<file path="config.mk">
export PLATFORM = sky130hd
export DESIGN_NAME = instr_sequencer
export DESIGN_NICKNAME = d
export VERILOG_FILES = /design/src/rtl/riscv_pkg.sv /design/src/rtl/seq_timeout.sv /design/src/rtl/instr_sequencer.sv
export SDC_FILE = /design/constraint.sdc
export NUM_CORES = 1
export LEC_CHECK = 0
export CAP_MARGIN = 20
export CORE_UTILIZATION = 46
export CTS_CLUSTER_DIAMETER = 50
export DETAILED_ROUTE_END_ITERATION = 16
export GPL_TIMING_DRIVEN = 1
export PLACE_DENSITY = 0.87
export SETUP_SLACK_MARGIN = 0.5
export SLEW_MARGIN = 10
export SYNTH_ARGS = -nofsm -noshare
export SYNTH_HDL_FRONTEND = slang
export SYNTH_SLANG_ARGS = --single-unit
</file>
<file path="constraint.sdc">
create_clock -name clk -period 2 [get_ports clk]
set_input_delay 0.3 -clock clk [delete_from_list [all_inputs] [get_ports clk]]
set_output_delay 0.3 -clock clk [all_outputs]
set_load 0.01 [all_outputs]
</file>
<file path="src/rtl/riscv_pkg.sv">
// rtl/riscv_pkg.sv - opcode/ALU constants and sequencer state type shared by the instruction sequencer
package riscv_pkg;

    localparam logic [6:0] OPC_RTYPE = 7'b0110011;
    localparam logic [6:0] OPC_ITYPE = 7'b0010011;

    localparam logic [2:0] ALU_ADD  = 3'b000;
    localparam logic [2:0] ALU_SLL  = 3'b001;
    localparam logic [2:0] ALU_SLT  = 3'b010;
    localparam logic [2:0] ALU_SLTU = 3'b011;
    localparam logic [2:0] ALU_XOR  = 3'b100;
    localparam logic [2:0] ALU_SR   = 3'b101;
    localparam logic [2:0] ALU_OR   = 3'b110;
    localparam logic [2:0] ALU_AND  = 3'b111;

    typedef enum logic [2:0] {
        ST_IDLE,
        ST_FETCH,
        ST_WAIT,
        ST_EXEC,
        ST_HALT
    } seq_state_t;

    function automatic logic is_legal_opcode(input logic [6:0] opc);
        return (opc == OPC_RTYPE) || (opc == OPC_ITYPE);
    endfunction

endpackage

</file>
<file path="src/rtl/seq_timeout.sv">
// rtl/seq_timeout.sv - cycle counter that flags expiry on the LIMIT-th enabled cycle since clear
module seq_timeout #(
    parameter int LIMIT = 255
) (
    input  logic clk,
    input  logic rst_n,
    input  logic clear,
    input  logic enable,
    output logic expired
);

    localparam int CW = $clog2(LIMIT + 1);

    logic [CW-1:0] cnt;

    // cnt holds the number of enabled cycles already completed, so the
    // LIMIT-th enabled cycle is the one that sees cnt == LIMIT-1
    assign expired = enable && (cnt == CW'(LIMIT - 1));

    always_ff @(posedge clk or negedge rst_n) begin
        if (!rst_n) begin
            cnt <= '0;
        end else if (clear) begin
            cnt <= '0;
        end else if (enable && !expired) begin
            cnt <= cnt + CW'(1);
        end
    end

endmodule

</file>
<file path="src/rtl/instr_sequencer.sv">
// rtl/instr_sequencer.sv - fetch/wait/exec instruction sequencer; SEQ_ILLEGAL_TRAP_EN adds illegal-opcode trap
module instr_sequencer
    import riscv_pkg::*;
#(
    parameter logic [31:0] RESET_PC       = 32'h0000_0000,
    parameter int          TIMEOUT_CYCLES = 255
) (
    input  logic        clk,
    input  logic        rst_n,
    input  logic        start,
    input  logic        halt_req,
    output logic        imem_req_valid,
    input  logic        imem_req_ready,
    output logic [31:0] imem_addr,
    input  logic        imem_rsp_valid,
    input  logic [31:0] imem_rdata,
    output logic [31:0] instr,
    output logic        instr_valid,
    input  logic        dec_reg_write,
    output logic        rf_we,
    output logic [31:0] pc,
    output logic [31:0] retired,
    output logic        halted,
`ifdef SEQ_ILLEGAL_TRAP_EN
    output logic        trap,
`endif
    output logic        bus_err
);

    seq_state_t state, state_nxt;

    logic legal;
    logic trap_now;
    logic retire;
    logic in_wait;
    logic expired;
    logic timed_out;

    assign legal     = is_legal_opcode(instr[6:0]);
    assign in_wait   = (state == ST_WAIT);
    assign timed_out = in_wait && !imem_rsp_valid && expired;

`ifdef SEQ_ILLEGAL_TRAP_EN
    assign trap_now = (state == ST_EXEC) && !legal;
`else
    assign trap_now = 1'b0;
`endif

    // without the trap build, illegal opcodes still retire (as NOPs)
    assign retire = (state == ST_EXEC) && !trap_now;

    assign imem_req_valid = (state == ST_FETCH);
    assign imem_addr      = pc;
    assign instr_valid    = (state == ST_EXEC);
    assign rf_we          = (state == ST_EXEC) && legal && dec_reg_write;
    assign halted         = (state == ST_HALT);

    seq_timeout #(
        .LIMIT (TIMEOUT_CYCLES)
    ) u_timeout (
        .clk     (clk),
        .rst_n   (rst_n),
        .clear   (!in_wait),
        .enable  (in_wait),
        .expired (expired)
    );

    always_ff @(posedge clk or negedge rst_n) begin
        if (!rst_n) begin
            state <= ST_IDLE;
        end else begin
            state <= state_nxt;
        end
    end

    always_comb begin
        state_nxt = state;
        case (state)
            ST_IDLE:  if (start) state_nxt = ST_FETCH;
            ST_FETCH: if (imem_req_ready) state_nxt = ST_WAIT;
            ST_WAIT: begin
                if (imem_rsp_valid) begin
                    state_nxt = ST_EXEC;
                end else if (expired) begin
                    state_nxt = ST_HALT;
                end
            end
            ST_EXEC:  state_nxt = (halt_req || trap_now) ? ST_HALT : ST_FETCH;
            ST_HALT:  state_nxt = ST_HALT;
            default:  state_nxt = ST_IDLE;
        endcase
    end

    always_ff @(posedge clk or negedge rst_n) begin
        if (!rst_n) begin
            pc      <= RESET_PC;
            instr   <= '0;
            retired <= '0;
            bus_err <= 1'b0;
        end else begin
            if (in_wait && imem_rsp_valid) begin
                instr <= imem_rdata;
            end
            if (retire) begin
                pc      <= pc + 32'd4;
                retired <= retired + 32'd1;
            end
            if (timed_out) begin
                bus_err <= 1'b1;
            end
        end
    end

`ifdef SEQ_ILLEGAL_TRAP_EN
    always_ff @(posedge clk or negedge rst_n) begin
        if (!rst_n) begin
            trap <= 1'b0;
        end else if (trap_now) begin
            trap <= 1'b1;
        end
    end
`endif

endmodule

</file>
==> impl_metrics.yaml, run 1 <==
status:
  status: "finished clean"
clock_network:
  cts.sinks: 106
  cts_buffers: 9
  cts_root_buf: "clkbuf_8"
  cts_buffer_depth: 2
  cts_tree: "yes"
  clk_latency_ns: 0.37
  htreeDepth: 3
  clk_pin_slew_ns: 0.11
timing:
  skew_ns: 0.0169
  drv_slew: 0
  finalSetupViolCount: 0
  hold_viol_final: 0
  max_freq_ghz: 0.597
  fin_setup_tns_ns: 0
  period_needed_ns: 1.68
  timing.final.crit_share: 0.838
  rsz0062_at_grt: "true"
logic_synthesis:
  yosysWarnings: 0
  synth_cells: 430
  postSynthAreaPerCell_um2: 11.6
  synth.most_common_cell: "dfrtp_1"
  yosysSeqAreaShare: 0.531
  synth_top_area_frac: 0.531
  ys_ff_latch: 106
  async_flop_share: 1.00
  synth_area_leaders: "dfrtp_1 53%, mux2_2 7.0%, xnor2_1 6.5%"
  yosysTopAreaCell: "dfrtp_1"
  synthTopCellsByCount: "106 x dfrtp_1, 37 x xnor2_1, 35 x buf_4"
  synth-edff-count: 0
  ys.flop_type: "dfrtp_1"
  post_synth_instance_area_um2: 5000
  ys_types: 44
power_and_ir_drop:
  peakVddDrop_mv: 0.755
  powerDensity_nw_per_um2: 871
  leakage_uw: 0.00450
worst_setup_path:
  cpMaxStageDelayCell: "dfrtp_2"
  worst_r2r_endpoint: "imem_addr[17]"
  r2r_cells: 6
  cp_cell_sequence: "buf_6, buf_6, nand4_1, nor3_4, nand4_1, xnor2_1"
  cp-end-kind: "flop"
  worstPathArrival_ns: 1.94
  required_ns: 2.26
  slowest_delay_ns: 0.41
  cp_max_fo: 6
  reg2reg_from: "imem_addr[2]"
  crit_type: "flop to flop"
  startpoint_type: "flop"
  reg2reg_setup_slack_ns: 0.32
layout:
  post_layout_nonfiller_instances: 847
  fillers: 578
  drive_above_1_share: 0.392
  syn_to_final_growth_pct: 67.8
  antenna_cells: 0
  nNetsFinal: 749
floorplan:
  die_h_um: 106
  io_pins: 172
  rows: 37
  start_util: 0.480
  core_area_um2: 10400
  dieArea_um2: 11300
  dieWidth_um: 106
route:
  vias_per_cell: 5.38
  dr_total_vias: 4555
  wire_per_inst_um: 19.4
  routed_wl_um: 16400
  drt_pass1_iterations: 4
  postRouteAntennaNets: 0
  drc: 0
  drtIter0Drc: 167
global_routing:
  grt_pass1_vias: 4497
  grt.total_usage: 0.246
  overflow: 0
  antenna_found_initial: 0
  grt_max_degree: 41
  grt_pass1_wl_um: 21800
flow_run:
  drv_cap: 0
worst_hold_path:
  hold_path_class: "primary input to asynchronous set/reset pin"
place:
  numPortBuffers: 167
  place_inst: 703
  hpwl_um: 8670
  globalplace.congestion: 0.783
[repair_timing]
action                                 CTS  global route
setup endpoints to repair              212           100
hold buffers                             1             0
pin swaps                               20            50
cloned                                   2             1
gates resized for setup                200           118
buffers inserted                        85            39
endpoints found under the hold margin   29             0
[critical path: cells and delay by family (launching register included)]
kind | cells | cell delay, ns
buf+inv | 2 | 0.20
xor+xnor | 1 | 0.17
flops | 1 | 0.41
simple gates | 3 | 0.81
[registers in the layout, indices dropped and copies added (netlist names)]
register	flops
retired	32
state	3
u_timeout.cnt	8
instr	32
imem_addr	30
bus_err	1
[metal layers]
layer  share of wire  up-vias  wire [um]  GRT usage
met1            0.38     2316       6180      0.286
met5               0        -          0          0
met2            0.54      186       8870      0.447
met4           0.031        0        503     0.0794
met3           0.054       45        887     0.0552
li1                -     2008          -          -
[worst max-delay path by stage]
stage / from / to / slack (ns) / cells after the start
global route: imem_addr[2] / imem_addr[17] / 0.23 / 6
floorplan: retired[7] / retired[27] / 0.50 / 4
CTS: state[2] / instr[16] / 0.35 / 5
finish: imem_addr[2] / imem_addr[17] / 0.32 / 6
global placement: dec_reg_write / rf_we / 0.06 / 4
detailed placement: dec_reg_write / rf_we / 0.05 / 4
[report_power, final]
part / leakage, uW / switching (uW) / internal (uW)
Clock: 0.000103 / 791 / 710
Sequential: 0.00137 / 362 / 2590
Combinational: 0.00303 / 1210 / 1640
Total: 0.00450 / 2360 / 4940
[cells by family (layout without fill, tap and decap cells)]
kind of cell / Yosys count / in the layout / synth area share
mux: 32 / 32 / 0.0721
other cells: 1 / 4 / 0.000750
compound gates: 14 / 14 / 0.0175
simple gates: 159 / 159 / 0.191
buf+inv: 50 / 328 / 0.0653
xor+xnor: 64 / 64 / 0.112
fa+ha+maj: 4 / 4 / 0.0100
flops: 106 / 106 / 0.531
[cell usage in the layout (no fill, tap or decap), types with 7 or more instances in the layout]
cell type,count
buf_6,25
nand2_1,25
dfrtp_2,20
nand3_1,16
mux2_4,32
nor4_4,8
clkdlybuf4s50_1,37
clkdlybuf4s15_1,7
buf_4,107
dlygate4sd2_1,113
nor2_4,8
nand4_1,21
dfrtp_1,86
xor2_1,27
clkbuf_8,9
nor2_1,12
xnor2_1,34
[stage by stage]
| step | instance area (um2) | hold WS, ns | util | setup slack (ns) | power, uW |
|---|---|---|---|---|---|
| finish | 8390 | 0.403 | 0.805 | 0.324 | 7300 |
| global route | 8390 | 0.419 | 0.805 | 0.230 | 7610 |
| global placement | 6670 | 0.269 | 0.640 | 0.0648 | 5120 |
| detailed placement | 6670 | 0.271 | 0.640 | 0.0530 | 5240 |
| CTS | 7620 | 0.411 | 0.732 | 0.353 | 6730 |
| floorplan | 5030 | 0.00441 | - | 0.500 | 3940 |
[final cells by class]
cell class | instances | area (um2) | share of cell area
timing repair buffer | 305 | 2730 | 0.325
sequential | 106 | 2680 | 0.319
multi-input combinational | 277 | 2570 | 0.306
tap | 136 | 170 | 0.0203
clock buffer | 10 | 128 | 0.0152
clock inverter | 6 | 88.8 | 0.0106
inverter | 7 | 28.8 | 0.00343
Note: power is estimated with default switching activity, not from simulation.
==> inputs of run 2 (changes only) <==
CORE_UTILIZATION = 41   (was 46)
PLACE_DENSITY = 0.82   (was 0.87)
clock period = 1.37 ns   (was 2 ns; I/O delays follow)
==> run 2 against run 1 <==
Net effect: non-clock buffer count grew 96; global-route usage grew 1.8 points; largest cell class unchanged; critical path depth is the same; utilization grew 3.5 points; die area grew 12%; sequential cell count is the same; first-iteration DRC count grew 48%; count of clock-buffer cells in the layout grew 2; the flow now finishes with violations (negative setup slack); critical path type unchanged; cell area grew 17%.
==> impl_metrics.yaml, run 2 (synthesized netlist as in run 1, its figures left out) <==
place:
  place_inst: 793
  hpwl_um: 9440
  globalplace.congestion: 0.842
  place_area_um2: 7590
  numPortBuffers: 167
timing:
  hold_viol_final: 0
  finalWorstSetupSlack_ns: -0.322
  skew_ns: 0.00984
  timing.final.crit_share: 1.24
  max_freq_ghz: 0.591
  finalSetupViolCount: 104
  rsz0062_at_grt: "true"
  drv_slew: 0
  period_needed_ns: 1.69
  hold_slack_ns: 0.263
worst_setup_path:
  worstPathArrival_ns: 1.94
  cp_max_fo: 7
  reg2reg_setup_slack_ns: -0.32
  crit_type: "flop to flop"
  required_ns: 1.62
  cp-end-kind: "flop"
  startpoint_type: "flop"
route:
  wire_per_inst_um: 20.0
  routed_wl_um: 19000
  dr_total_vias: 4975
  drc: 0
  postRouteAntennaNets: 0
  vias_per_cell: 5.23
  drtIter0Drc: 247
  drt_pass1_iterations: 4
layout:
  syn_to_final_growth_pct: 95.9
  final_cell_mix: "203 x buf_6, 116 x buf_4, 88 x dfrtp_1, 37 x clkdlybuf4s50_1, 35 x buf_2"
  postLayoutCellArea_um2: 9790
  seqCellArea_um2: 2680
  multi_input_area_um2: 2720
  nNetsFinal: 846
  final_common_cell: "buf_6"
  fillers: 549
  postLayoutCoreUtil: 0.840
  post_layout_nonfiller_instances: 951
  antenna_cells: 0
  drive_above_1_share: 0.639
clock_network:
  clk_latency_ns: 0.35
  clk_pin_slew_ns: 0.07
  cts_buffer_depth: 2
  cts_tree: "yes"
  cts_buffers: 9
  cts.sinks: 106
  cts_root_buf: "clkbuf_16"
  htreeDepth: 3
global_routing:
  grt_max_degree: 39
  antenna_found_initial: 0
  grt-busiest-layer: "met2"
  grt_use_met3: 0.0421
  grt_pass1_vias: 5071
  grt_pass1_wl_um: 26000
  overflow: 0
  use_met1: 0.312
  grt.total_usage: 0.265
  gr-usage-met2: 0.490
power_and_ir_drop:
  powerDensity_nw_per_um2: 1330
  peakVddDrop_mv: 1.41
  leakage_uw: 0.00502
flow_run:
  drv_cap: 0
floorplan:
  dieArea_um2: 12600
  dieWidth_um: 112
  core_area_um2: 11700
  start_util: 0.429
  rows: 39
  io_pins: 172
  die_h_um: 112
status:
  status: "complete, but fails checks"
  violations: "negative setup slack"
worst_hold_path:
  hold_path_class: "primary input to asynchronous set/reset pin"
run 2: worst paths after layout:
| check | from | end | depth (start not counted) |
|---|---|---|---|
| min in group clk | imem_rdata[26] | instr[26] | 2 |
| max in group asynchronous | rst_n | imem_addr[8] | 3 |
| setup / recovery | state[1] | imem_addr[14] | 6 |
| hold / removal | rst_n | instr[7] | 2 |
| setup reg to reg | state[1] | imem_addr[14] | 6 |
| hold reg to reg | bus_err | bus_err | 1 |
run 2: repair_timing:
action	CTS	global route
resized for setup	723	93
cloned	3	1
setup endpoints to repair	235	273
buffers inserted	93	44
endpoints found under the hold margin	17	0
pin swaps	38	38
hold buffers	1	0
run 2: area by class of cell:
class / instances / share of cell area
clock buffer: 12 / 0.0252
clock inverter: 4 / 0.00371
inverter: 7 / 0.00294
multi-input combinational: 278 / 0.278
sequential: 106 / 0.273
tap: 143 / 0.0183
timing repair buffer: 401 / 0.399
run 2: worst max-delay path, stage by stage, from the launching register on:
cell and delay, ns:
dfrtp_1 0.48, buf_6 0.18, nand4b_1 0.21, nor3_4 0.19
buf_6 0.17, nand4_1 0.13, xnor2_1 0.25
run 2: power by group:
| part | switching, uW | total (uW) | internal [uW] |
|---|---|---|---|
| clock | 1210 | 2520 | 1310 |
| sequential | 504 | 4280 | 3770 |
| combinational | 2450 | 6190 | 3750 |
run 2: metal layers:
| metal | part of all wire | wire length, um |
|---|---|---|
| met1 | 0.38 | 7330 |
| met2 | 0.55 | 10400 |
| met3 | 0.034 | 645 |
| met4 | 0.036 | 685 |
| met5 | 0 | 0 |
run 2: per-stage QoR:
step / setup TNS (ns) / power, uW / setup WS [ns]
global placement: -12.80 / 8120 / -0.322
CTS: -11.69 / 11600 / -0.197
detailed placement: -14.09 / 8260 / -0.321
floorplan: -3.87 / 6010 / -0.0954
global route: -23.83 / 13500 / -0.369
finish: -18.96 / 13000 / -0.322
==> inputs of run 3 (changes only) <==
REMOVE_ABC_BUFFERS = 1   (was default)
==> run 3 against run 2 <==
Net effect: the flow finishes with violations (negative hold slack, negative setup slack); via count grew 9.4%; clock power grew 2%; count of clock-buffer cells in the layout is the same; combinational power grew 1%; sequential share of layout area shrank 1.7 points; setup slack lost 0.13 ns; fmax shrank 7.3%.
==> impl_metrics.yaml, run 3 (synthesized netlist as in run 1, its figures left out) <==
timing:
  rsz0062_at_grt: "true"
  period_needed_ns: 1.83
  drv_slew: 0
  finalWorstSetupSlack_ns: -0.456
  timing.final.crit_share: 1.33
  skew_ns: 0.0121
  hold_slack_ns: -0.211
  max_freq_ghz: 0.548
  hold_viol_final: 27
  finalSetupViolCount: 117
place:
  globalplace.congestion: 0.833
  hpwl_um: 9290
  numPortBuffers: 167
  place_inst: 780
  place_area_um2: 7220
route:
  drt_pass1_iterations: 4
  vias_per_cell: 5.52
  drtIter0Drc: 499
  routed_wl_um: 23000
  drc: 0
  wire_per_inst_um: 23.3
  dr_total_vias: 5445
  postRouteAntennaNets: 0
power_and_ir_drop:
  swShare: 0.322
  clkPwrFrac: 0.195
  leakage_uw: 0.00537
  powerDensity_nw_per_um2: 1260
  peakVddDrop_mv: 1.26
  p_sw_uw: 4220
  p_seq_frac: 0.327
  p_comb_frac: 0.478
  p_int_uw: 8900
layout:
  multi_input_area_um2: 2940
  antenna_cells: 0
  postLayoutCellArea_um2: 10400
  drive_above_1_share: 0.669
  fillers: 427
  syn_to_final_growth_pct: 108
  final_common_cell: "buf_6"
  nNetsFinal: 882
  final_cell_mix: "234 x buf_6, 112 x buf_4, 98 x dfrtp_1, 38 x buf_2, 37 x clkdlybuf4s50_1"
  post_layout_nonfiller_instances: 986
  seqCellArea_um2: 2660
floorplan:
  start_util: 0.429
  rows: 39
  io_pins: 172
  dieArea_um2: 12600
  dieWidth_um: 112
  core_area_um2: 11700
  die_h_um: 112
status:
  violations: "negative hold slack, negative setup slack"
  status: "complete, but fails checks"
global_routing:
  antenna_found_initial: 0
  grt.total_usage: 0.283
  grt_max_degree: 33
  grt_pass1_vias: 5372
  overflow: 0
  grt_pass1_wl_um: 27400
clock_network:
  cts_buffers: 9
  clk_pin_slew_ns: 0.08
  clk_latency_ns: 0.36
  cts_buffer_depth: 2
  cts_root_buf: "clkbuf_16"
  htreeDepth: 3
  cts.sinks: 106
  cts_tree: "yes"
worst_setup_path:
  worstPathArrival_ns: 2.08
  worst_r2r_endpoint: "imem_addr[23]"
  cp_max_fo: 9
  crit_type: "flop to flop"
  r2r_cells: 6
  cp-end-kind: "flop"
  reg2reg_from: "imem_addr[12]"
  reg2reg_setup_slack_ns: -0.46
  startpoint_type: "flop"
  required_ns: 1.63
flow_run:
  drv_cap: 0
worst_hold_path:
  hold_path_class: "primary input to asynchronous set/reset pin"
-- run 3: what timing repair did --
action / in CTS / in global routing
resized for setup: 801 / 156
pin swaps: 97 / 60
setup buffers: 117 / 69
cloned: 3 / 2
endpoints found under the hold margin: 27 / 27
setup endpoints to repair: 235 / 235
-- run 3: power by group through the flow --
stage                     Combinational (uW)  Clock (uW)  Sequential [uW]
final                                   6280        2560             4290
after global routing                    6560        2680             4350
after CTS                               4850        2480             4200
after detailed placement                3840           0             4250
after global placement                  3720           0             4210
after floorplan                         1020           0             4590
-- run 3: through the flow --
step,setup WS [ns],utilization,power (uW),hold WS (ns),TNS (ns)
after floorplan,-0.694,-,5610,-0.0901,-28.32
final,-0.456,0.892,13100,-0.211,-23.94
after detailed placement,-0.438,0.619,8090,0.177,-18.13
after global routing,-0.462,0.892,13600,-0.188,-28.37
after CTS,-0.224,0.785,11500,-0.203,-13.36
after global placement,-0.400,0.619,7930,0.172,-14.51
-- run 3: routing by layer --
layer  vias up  routed length (um)  global-route usage
met4         0                1150               0.143
met2       318               12000               0.518
met3       101                1620              0.0610
met5         -                   0                   0
met1      2736                8280               0.309
li1       2290                   -                   -
-- run 3: layout make-up --
type                    instances  share of cell area
well taps                     143              0.0172
multi-input cells             279               0.283
clock inverters                 3             0.00144
clock buffers                  12              0.0246
repair buffers                436               0.416
inverters                       7             0.00277
flip-flops and latches        106               0.256
-- run 3: worst max path at each step --
stage	to	slack, ns	cells after the start	start
floorplan	instr[0]	-0.69	3	state[0]
global placement	rf_we	-0.40	4	dec_reg_write
detailed placement	rf_we	-0.44	4	dec_reg_write
CTS	retired[26]	-0.22	5	state[2]
global route	imem_addr[14]	-0.46	7	imem_addr[2]
finish	imem_addr[23]	-0.46	6	imem_addr[12]
-- run 3: critical path: stages, from the launching register on --
cell and delay, ns:
dfrtp_1 0.40, nand3_2 0.15, buf_4 0.18, nor2_1 0.18, buf_4 0.27, nand4_1 0.22
xnor2_1 0.31
